===== src/rtl/i2c_temp_reader.sv =====
// ============================================================================
// i2c_temp_reader
//
// Purpose:
//   I2C master that reads the 2-byte temperature register of an LM75-class
//   sensor and presents it as data[15:0] ({MSB, LSB}). It performs one read
//   for each accepted start request. The bus is open-drain, so the block only
//   ever pulls SDA low.
//
// Optional feature (macro POINTER_WRITE_EN):
//   When defined, the read is preceded by a pointer write:
//   START, {DEV_ADDR,0}, ACK, 0x00, ACK, then a repeated START into the normal
//   read sequence. When undefined, the block relies on the sensor's power-up
//   pointer value of 0 and performs a read-only sequence.
//
// Ports:
//   clk         in   system clock, all logic on the rising edge
//   rst         in   synchronous reset, active-high
//   start       in   one-cycle request to begin a read (ignored while busy)
//   sda_i       in   sampled SDA line (pulled up externally)
//   sda_oe      out  1 = pull SDA low, 0 = release
//   scl         out  SCL drive (1 = released/high)
//   busy        out  high from accepted start until STOP completes
//   data        out  last good reading {MSB, LSB}
//   data_valid  out  one-cycle pulse when data updates
//   ack_err     out  one-cycle pulse when the slave NACKs an address/write byte
// ============================================================================
module i2c_temp_reader #(
    parameter int unsigned CLK_FREQ = 50_000_000,
    parameter int unsigned I2C_FREQ = 100_000,
    parameter logic [6:0]  DEV_ADDR = 7'h48
) (
    input  logic        clk,
    input  logic        rst,
    input  logic        start,
    input  logic        sda_i,
    output logic        sda_oe,
    output logic        scl,
    output logic        busy,
    output logic [15:0] data,
    output logic        data_valid,
    output logic        ack_err
);

    localparam int unsigned Q  = CLK_FREQ / (4 * I2C_FREQ);
    localparam int unsigned DW = (Q > 1) ? $clog2(Q) : 1;
    localparam logic [DW-1:0] DIV_LAST = DW'(Q - 1);
    localparam logic [7:0] RD_BYTE = {DEV_ADDR, 1'b1};
`ifdef POINTER_WRITE_EN
    localparam logic [7:0] WR_BYTE  = {DEV_ADDR, 1'b0};
    localparam logic [7:0] PTR_BYTE = 8'h00;
`endif

    typedef enum logic [3:0] {
        IDLE,
        START,
        ADDR,
        AACK,
        RD_MSB,
        MACK,
        RD_LSB,
        MNACK,
        STOP
    } state_t;

    state_t        state;
    logic [DW-1:0] div_cnt;
    logic [1:0]    phase;
    logic [2:0]    bit_cnt;
    logic [7:0]    shreg;
    logic [7:0]    msb;
    logic          got_data;
    logic          nack;
`ifdef POINTER_WRITE_EN
    logic [1:0]    tx_idx;
`endif
    logic          tick;

    // A quarter-bit tick fires once every Q clocks while a transfer is active.
    assign tick = (div_cnt == DIV_LAST);

    // Single sequencer for the whole transfer. Each tick executes the action
    // of the current quarter-bit phase and then advances the phase:
    //   phase 0 drops SCL and presents the next SDA value,
    //   phase 1 raises SCL, phase 2 samples SDA, phase 3 drops SCL again.
    // START and STOP reuse the same four-phase frame so that the SDA edges
    // land while SCL is high. The transmit byte (address, and in pointer mode
    // also the write address and pointer) travels through shreg MSB first;
    // received bytes are shifted into the same register. The LSB is left in
    // shreg until the final STOP tick, where the complete word is published
    // together with the data_valid pulse and the fall of busy.
    always_ff @(posedge clk) begin
        if (rst) begin
            state      <= IDLE;
            div_cnt    <= '0;
            phase      <= '0;
            bit_cnt    <= '0;
            shreg      <= '0;
            msb        <= '0;
            got_data   <= 1'b0;
            nack       <= 1'b0;
            sda_oe     <= 1'b0;
            scl        <= 1'b1;
            busy       <= 1'b0;
            data       <= 16'h0000;
            data_valid <= 1'b0;
            ack_err    <= 1'b0;
`ifdef POINTER_WRITE_EN
            tx_idx     <= 2'd0;
`endif
        end else begin
            data_valid <= 1'b0;
            ack_err    <= 1'b0;
            if (state == IDLE) begin
                div_cnt <= '0;
                phase   <= '0;
                if (start) begin
                    state    <= START;
                    busy     <= 1'b1;
                    got_data <= 1'b0;
`ifdef POINTER_WRITE_EN
                    tx_idx   <= 2'd0;
`endif
                end
            end else if (!tick) begin
                div_cnt <= div_cnt + DW'(1);
            end else begin
                div_cnt <= '0;
                phase   <= phase + 2'd1;
                case (state)
                    START: begin
                        case (phase)
                            2'd0: begin
                                scl    <= 1'b1;
                                sda_oe <= 1'b0;
                            end
                            2'd1: sda_oe <= 1'b1;
                            2'd2: ;
                            2'd3: begin
                                scl     <= 1'b0;
                                bit_cnt <= 3'd7;
                                state   <= ADDR;
`ifdef POINTER_WRITE_EN
                                shreg   <= (tx_idx == 2'd0) ? WR_BYTE : RD_BYTE;
`else
                                shreg   <= RD_BYTE;
`endif
                            end
                        endcase
                    end
                    ADDR: begin
                        case (phase)
                            2'd0: begin
                                scl    <= 1'b0;
                                sda_oe <= ~shreg[7];
                            end
                            2'd1: scl <= 1'b1;
                            2'd2: ;
                            2'd3: begin
                                scl     <= 1'b0;
                                shreg   <= {shreg[6:0], 1'b0};
                                bit_cnt <= bit_cnt - 3'd1;
                                if (bit_cnt == 3'd0) begin
                                    state <= AACK;
                                end
                            end
                        endcase
                    end
                    AACK, MACK, MNACK: begin
                        case (phase)
                            2'd0: begin
                                scl    <= 1'b0;
                                sda_oe <= (state == MACK);
                            end
                            2'd1: scl <= 1'b1;
                            2'd2: nack <= sda_i;
                            2'd3: begin
                                scl <= 1'b0;
                                if (state == MACK) begin
                                    state   <= RD_LSB;
                                    bit_cnt <= 3'd7;
                                end else if (state == MNACK) begin
                                    state <= STOP;
                                end else if (nack) begin
                                    ack_err <= 1'b1;
                                    state   <= STOP;
                                end
`ifdef POINTER_WRITE_EN
                                else if (tx_idx == 2'd0) begin
                                    tx_idx  <= 2'd1;
                                    shreg   <= PTR_BYTE;
                                    bit_cnt <= 3'd7;
                                    state   <= ADDR;
                                end else if (tx_idx == 2'd1) begin
                                    tx_idx <= 2'd2;
                                    state  <= START;
                                end
`endif
                                else begin
                                    state   <= RD_MSB;
                                    bit_cnt <= 3'd7;
                                end
                            end
                        endcase
                    end
                    RD_MSB, RD_LSB: begin
                        case (phase)
                            2'd0: begin
                                scl    <= 1'b0;
                                sda_oe <= 1'b0;
                            end
                            2'd1: scl <= 1'b1;
                            2'd2: shreg <= {shreg[6:0], sda_i};
                            2'd3: begin
                                scl     <= 1'b0;
                                bit_cnt <= bit_cnt - 3'd1;
                                if (bit_cnt == 3'd0) begin
                                    if (state == RD_MSB) begin
                                        msb   <= shreg;
                                        state <= MACK;
                                    end else begin
                                        got_data <= 1'b1;
                                        state    <= MNACK;
                                    end
                                end
                            end
                        endcase
                    end
                    STOP: begin
                        case (phase)
                            2'd0: begin
                                scl    <= 1'b0;
                                sda_oe <= 1'b1;
                            end
                            2'd1: scl <= 1'b1;
                            2'd2: ;
                            2'd3: begin
                                sda_oe <= 1'b0;
                                busy   <= 1'b0;
                                state  <= IDLE;
                                if (got_data) begin
                                    data       <= {msb, shreg};
                                    data_valid <= 1'b1;
                                end
                            end
                        endcase
                    end
                    default: ;
                endcase
            end
        end
    end

endmodule

===== config.mk =====
export PLATFORM = sky130hd
export DESIGN_NAME = i2c_temp_reader
export DESIGN_NICKNAME = d
export VERILOG_FILES = /design/src/rtl/i2c_temp_reader.sv
export SDC_FILE = /design/constraint.sdc
export NUM_CORES = 1
export LEC_CHECK = 0
export CAP_MARGIN = 20
export CORE_MARGIN = 2
export CORE_UTILIZATION = 51
export CTS_BUF_LIST = sky130_fd_sc_hd__clkbuf_4 sky130_fd_sc_hd__clkbuf_8
export CTS_CLUSTER_SIZE = 8
export DETAILED_ROUTE_END_ITERATION = 10
export GPL_TIMING_DRIVEN = 0
export PLACE_DENSITY = 0.82
export SETUP_SLACK_MARGIN = 0.15
export SYNTH_ARGS = -nofsm -noshare
export SYNTH_HDL_FRONTEND = slang
export SYNTH_SLANG_ARGS = --single-unit

===== constraint.sdc =====
create_clock -name clk -period 3.5 [get_ports clk]
set_input_delay 0.7 -clock clk [delete_from_list [all_inputs] [get_ports clk]]
set_output_delay 0.7 -clock clk [all_outputs]
set_load 0.03 [all_outputs]

==> flow_summary.ini, run 1 <==
[power]
p_comb_frac = 0.074
swShare = 0.252
power_frac_seq = 0.588
clkPwrFrac = 0.338
p_leak_nw = 0.958
power_density_nw_per_um2 = 366
peakVddDrop_uv = 295
netSwitchingPower_uw = 271
p_int_uw = 804

[floorplanning]
start_util = 0.531
die-area_um2 = 5530
die_h_um = 74.4
row_count = 25
core_region_area_um2 = 4750
ios = 25
die_x_um = 74.4

[detailed_routing]
drc = 0
wl_per_cell_um = 13.5
vias = 2350
wirelength_mm = 5.62
first_pass_iters = 6
ant_nets = 0
via_per_inst = 5.65
drtIter0Drc = 205

[grt]
grt_overflow = 0
antenna_found_initial = 0
grt_pass1_vias = 2037
grt_max_degree = 19
track_usage = 0.222
grt_pass1_wl_mm = 9.38

[layout]
diodes = 0
final_cells = 416
areaGrowthSynthToFinish_pct = 16.5
fin_nets = 360
drive_above_1_share = 0.0516

[timing]
skew_ns = 0.00922
worstMarginPinSlew_ns = 0.676
relSlewSlack = 0.545
timing.final.crit_share = 0.708
fmax_mhz = 404
fin_ws_ns = 1.02
slew_viol_final = 0
fin_setup_tns_ns = 0
rsz0062_at_grt = no
fin_crit_ns = 2.48
hold_viol = 0
setup_viol = 0

[synth]
synth_top_cell_by_area = dfxtp_1
mappedNetlistArea_um2 = 2520
postSynthRegisterBits = 55
synthAdderAreaFrac = 0.0396
synth_top_family_by_area = simple AND/OR/NAND/NOR gates
yosys_most_used_dff = dfxtp_1
yosys_warnings = 0
synthTopCellsByArea = dfxtp_1 44%, nand2_1 8.5%, a21oi_1 8.1%, nor2_1 4.5%, ha_1 4.0%
syn_inst = 317
avgSynthCellArea_um2 = 7.97
synthMuxAreaShare = 0.0198
synth_edf_count = 0
synth_xor_area_frac = 0.0173
synth_seq_area_share = 0.436
async_flop_share = 0
netlist.area_leader.share = 0.436
synth_compound_area_frac = 0.163
synth-simple-area-share = 0.264
synthDistinctLibCells = 42
synth.net_count = 329

[cts]
cts.sinks = 55
cts_root_buffer = clkbuf_8
cts_buffer_depth = 2
postCtsSetupBuffers = 0
worstSkewPairLatency_ns = 0.32
post_cts_resize_count = 0
clk_pin_slew_ns = 0.10
ctsHoldBuffers = 0
cts.htree.levels = 2
cts_tree = done
numCtsBuffers = 5

[placement]
routabilityCongestion = 0.903
dp_hpwl_mm = 3.96
placed_cells = 408
dp_slack_ns = 1.08
portBuffers = 24

[worst_setup_path]
crit_type = reg2reg
rr_endpoint = msb[6]
arrival_ns = 2.67
r2r_start = phase[0]
worstPathMaxFanout = 10
cp-end-kind = flop
reg2regPathDepth = 7
rrSetupSlack_ns = 1.02
crit_required_ns = 3.70
start_kind = flop

[run_status]
status = finished clean

[min_path]
hold-path-cell-count = 2
hp-class = reg2reg
holdPathEnd = data[10]
worstHoldStart = msb[2]

[run]
max_cap_viol_count = 0
per-layer routing:
layer	vias to the layer above	track usage	wire length, um
li1	1140	-	-
met1	1077	0.310	2520
met2	107	0.332	2500
met3	26	0.0542	400
met4	0	0.0833	203
met5	-	0	0
Yosys cell counts (2+ instances only):
library cell,count
buf_6,2
xnor2_1,3
dfxtp_1,55
nor3_1,10
clkbuf_1,12
mux2i_1,5
nand2_1,57
nand3b_1,2
or3_1,9
buf_2,4
xor2_1,2
a211oi_1,9
a21o_1,2
o21ai_0,3
nor4_2,2
or4_1,2
ha_1,8
inv_1,15
a21oi_1,41
o21ai_1,3
buf_1,2
nor2b_1,2
nor2_1,30
nand2b_1,5
nand3_1,12
nor3b_1,4
area by class of cell:
| cell class | instances | area (um^2) |
|---|---|---|
| well taps | 67 | 83.8 |
| clock buffers | 5 | 68.8 |
| multi-input cells | 227 | 1270 |
| inverters | 15 | 56.3 |
| fillers | 435 | 1810 |
| flip-flops and latches | 55 | 1100 |
| repair buffers | 24 | 240 |
| plain buffers | 20 | 95.1 |
| clock inverters | 3 | 22.5 |
worst max path at each step:
stage                     depth (start not counted)     end      from  slack, ns
after CTS                                         7  msb[3]  phase[0]       1.04
after floorplan                                   7  msb[3]  phase[0]       1.56
after global placement                            7  msb[3]  phase[0]       1.15
after global routing                              7  msb[3]  phase[0]       0.75
after detailed placement                          7  msb[6]  phase[0]       1.08
final                                             7  msb[6]  phase[0]       1.02
per-stage QoR:
| step | util | hold slack (ns) | area, um^2 | power (mW) |
|---|---|---|---|---|
| after floorplan | - | 0.430 | 2520 | 0.703 |
| after global placement | 0.599 | 0.444 | 2850 | 0.723 |
| after detailed placement | 0.599 | 0.444 | 2850 | 0.725 |
| after CTS | 0.618 | 0.459 | 2940 | 1.08 |
| after global routing | 0.618 | 0.474 | 2940 | 1.11 |
| final | 0.618 | 0.459 | 2940 | 1.07 |
state kept, by name (all words and copies together), names as in the netlist, 2 cells and up:
| name | count |
|---|---|
| msb | 8 |
| shreg | 8 |
| phase | 2 |
| bit_cnt | 3 |
| div_cnt | 7 |
| data | 16 |
| state | 4 |
kinds of logic after synthesis:
logic type	count (synthesis)
AOI/OAI and AO/OA	68
xor gates and xnor gates	5
adders and majority gates	8
buffers and inverters	35
DFF	55
muxes	5
and+or+nand+nor	141
cells in the final DEF, fill, tap and decap left out, types with 2 or more instances in the layout:
master           instances
o21ai_1                  3
a211oi_1                 9
o21ai_0                  3
buf_2                    4
nor2b_1                  2
a21oi_1                 41
xnor2_1                  3
nand2b_1                 5
nand3_1                 12
mux2i_1                  5
nor3b_1                  4
buf_6                    2
ha_1                     8
or3_1                    9
clkbuf_8                 5
clkdlybuf4s50_1         24
nand3b_1                 2
nor4_2                   2
dfxtp_1                 55
nor2_1                  30
buf_1                    2
xor2_1                   2
or4_1                    2
a21o_1                   2
nor3_1                  10
clkbuf_1                12
nand2_1                 57
inv_1                   15
critical path: stages, from the launching register on:
cell and delay, ns:
dfxtp_1 0.41, ha_1 0.33, buf_2 0.27, nand3_1 0.14, nor4_2 0.53, nand2_1 0.38
mux2i_1 0.25, nor2_1 0.05
power by group through the flow:
stage	sequential (mW)	combinational, mW	clock, mW
floorplan	0.648	0.0553	0
global placement	0.646	0.0773	0
detailed placement	0.646	0.0785	0
CTS	0.632	0.0787	0.365
global route	0.632	0.0874	0.391
finish	0.632	0.0793	0.364
No activity file was read; power rests on OpenSTA's default activity.
==> run 2, diff against run 1 <==
==> constraint.sdc (replaced) <==
create_clock -name clk -period 2.45 [get_ports clk]
set_input_delay 0.49 -clock clk [delete_from_list [all_inputs] [get_ports clk]]
set_output_delay 0.49 -clock clk [all_outputs]
set_load 0.03 [all_outputs]
==> run 2 against run 1 <==
Compared with the run above: register-to-register slack got worse by 0.71 ns; combinational power rose by 44%; cell count increased by 0.96%; critical path depth rose by 2; worst setup slack worse by 0.71 ns; first-iteration DRC count shrank 3.4%; sequential cell count unchanged; sequential power up 43%; largest cell class unchanged.
==> flow_summary.ini, run 2 (synthesis gave the netlist of run 1 again) <==
[placement]
dp_hpwl_mm = 3.96
portBuffers = 24
routabilityCongestion = 0.903
placed_area_um2 = 2850

[timing]
slew_viol_final = 0
hold_viol = 0
fmax_mhz = 468
rsz0062_at_grt = no
relSlewSlack = 0.593
holdWs_ns = 0.459
skew_ns = 0.0119
worstMarginPinSlew_ns = 0.610
fin_crit_ns = 2.14
fin_setup_tns_ns = 0
timing.final.crit_share = 0.872
setup_viol = 0

[worst_setup_path]
rrSetupSlack_ns = 0.31
cp-end-kind = flop
arrival_ns = 2.38
r2r_start = state[0]
worstPathMaxFanout = 10
rr_endpoint = data[6]
crit_required_ns = 2.69
crit_type = reg2reg
start_kind = flop
reg2regPathDepth = 9

[grt]
grt_pass1_vias = 2042
track_usage = 0.222
grt_pass1_wl_mm = 9.42
antenna_found_initial = 0
grt_overflow = 0
grt_max_degree = 19

[floorplanning]
core_region_area_um2 = 4750
row_count = 25
die_h_um = 74.4
die_x_um = 74.4
die-area_um2 = 5530
start_util = 0.531
ios = 25

[cts]
worstSkewPairLatency_ns = 0.31
cts_tree = done
clk_pin_slew_ns = 0.10
cts.sinks = 55
cts_buffer_depth = 2
cts_root_buffer = clkbuf_8
numCtsBuffers = 5
ctsHoldBuffers = 0
cts.htree.levels = 2

[detailed_routing]
drtIter0Drc = 198
drc = 0
wirelength_mm = 5.62
ant_nets = 0
via_per_inst = 5.54
vias = 2326
wl_per_cell_um = 13.4
first_pass_iters = 4

[run]
max_cap_viol_count = 0

[layout]
fin_nets = 364
drive_above_1_share = 0.0737
final_common_cell = nand2_1
top_register = data
areaGrowthSynthToFinish_pct = 18.3
diodes = 0
reg_top3 = data (16), msb (8), shreg (8)
layout_common_cells = 56 x nand2_1, 55 x dfxtp_1, 41 x a21oi_1
design_area_um2 = 2990
largest_reg_flops = 16

[min_path]
worstHoldStart = msb[2]
holdPathEnd = data[10]
hold-path-cell-count = 2
hp-class = reg2reg

[power]
power_density_nw_per_um2 = 510
p_leak_nw = 0.974
peakVddDrop_uv = 415
power.total_mw = 1.52

[run_status]
status = finished clean
## run 2: timing repair
| action | in CTS | in global routing |
|---|---|---|
| setup buffers | 2 | 2 |
| resized for setup | 1 | 5 |
| setup endpoints to repair | 17 | 25 |
| pin swaps | 1 | 1 |
## run 2: cell type report
class,instances,area [um^2]
clock inverter,3,22.5
fill,427,1770
buffer,20,97.6
sequential,55,1100
inverter,15,56.3
timing repair buffer,28,270
clock buffer,5,68.8
tap,67,83.8
multi-input combinational,227,1290
## run 2: how the worst max path moves through the flow
stage               startpoint      end  cells past startpoint
detailed placement    phase[0]   msb[6]                      7
global placement      phase[0]   msb[3]                      7
finish                state[0]  data[6]                      9
floorplan             phase[0]   msb[3]                      7
CTS                   phase[0]   msb[3]                      7
global route          phase[0]   msb[3]                      7
## run 2: critical path: stages, from the launching register on
cell and delay (ns):
dfxtp_1 0.32, buf_6 0.13, or3_1 0.38, buf_6 0.15, nor2_1 0.22, and4_1 0.23, buf_2 0.19, buf_2 0.24
nand2_1 0.08, a21oi_1 0.13
## run 2: where the power goes
part           switching, mW  internal, mW  total [mW]
sequential           0.00353         0.899       0.902
clock                  0.302         0.205       0.508
combinational         0.0701        0.0436       0.114
## run 2: layer usage
layer / part of all wire / up-vias / GRT usage
li1: - / 1155 / -
met1: 0.44 / 1073 / 0.310
met2: 0.47 / 82 / 0.333
met3: 0.071 / 16 / 0.0569
met4: 0.024 / 0 / 0.0833
met5: 0 / - / 0
## run 2: metrics by stage
step           std cells  utilization  setup slack, ns
6_report             420        0.628            0.312
5_1_grt              420        0.628            0.150
4_1_cts              418        0.623            0.207
3_5_place_dp         408        0.599           0.0260
3_3_place_gp         408        0.599           0.0991
2_1_floorplan        317            -            0.507
==> run 3, diff against run 2 <==
--- a/config.mk
+++ b/config.mk
@@ -14,6 +14,7 @@
 export GPL_TIMING_DRIVEN = 0
 export PLACE_DENSITY = 0.82
 export SETUP_SLACK_MARGIN = 0.15
+export SLEW_MARGIN = 20
 export SYNTH_ARGS = -nofsm -noshare
 export SYNTH_HDL_FRONTEND = slang
 export SYNTH_SLANG_ARGS = --single-unit
==> results of run 3 <==
No change in the layout: final DEF, timing and power equal those of run 2.
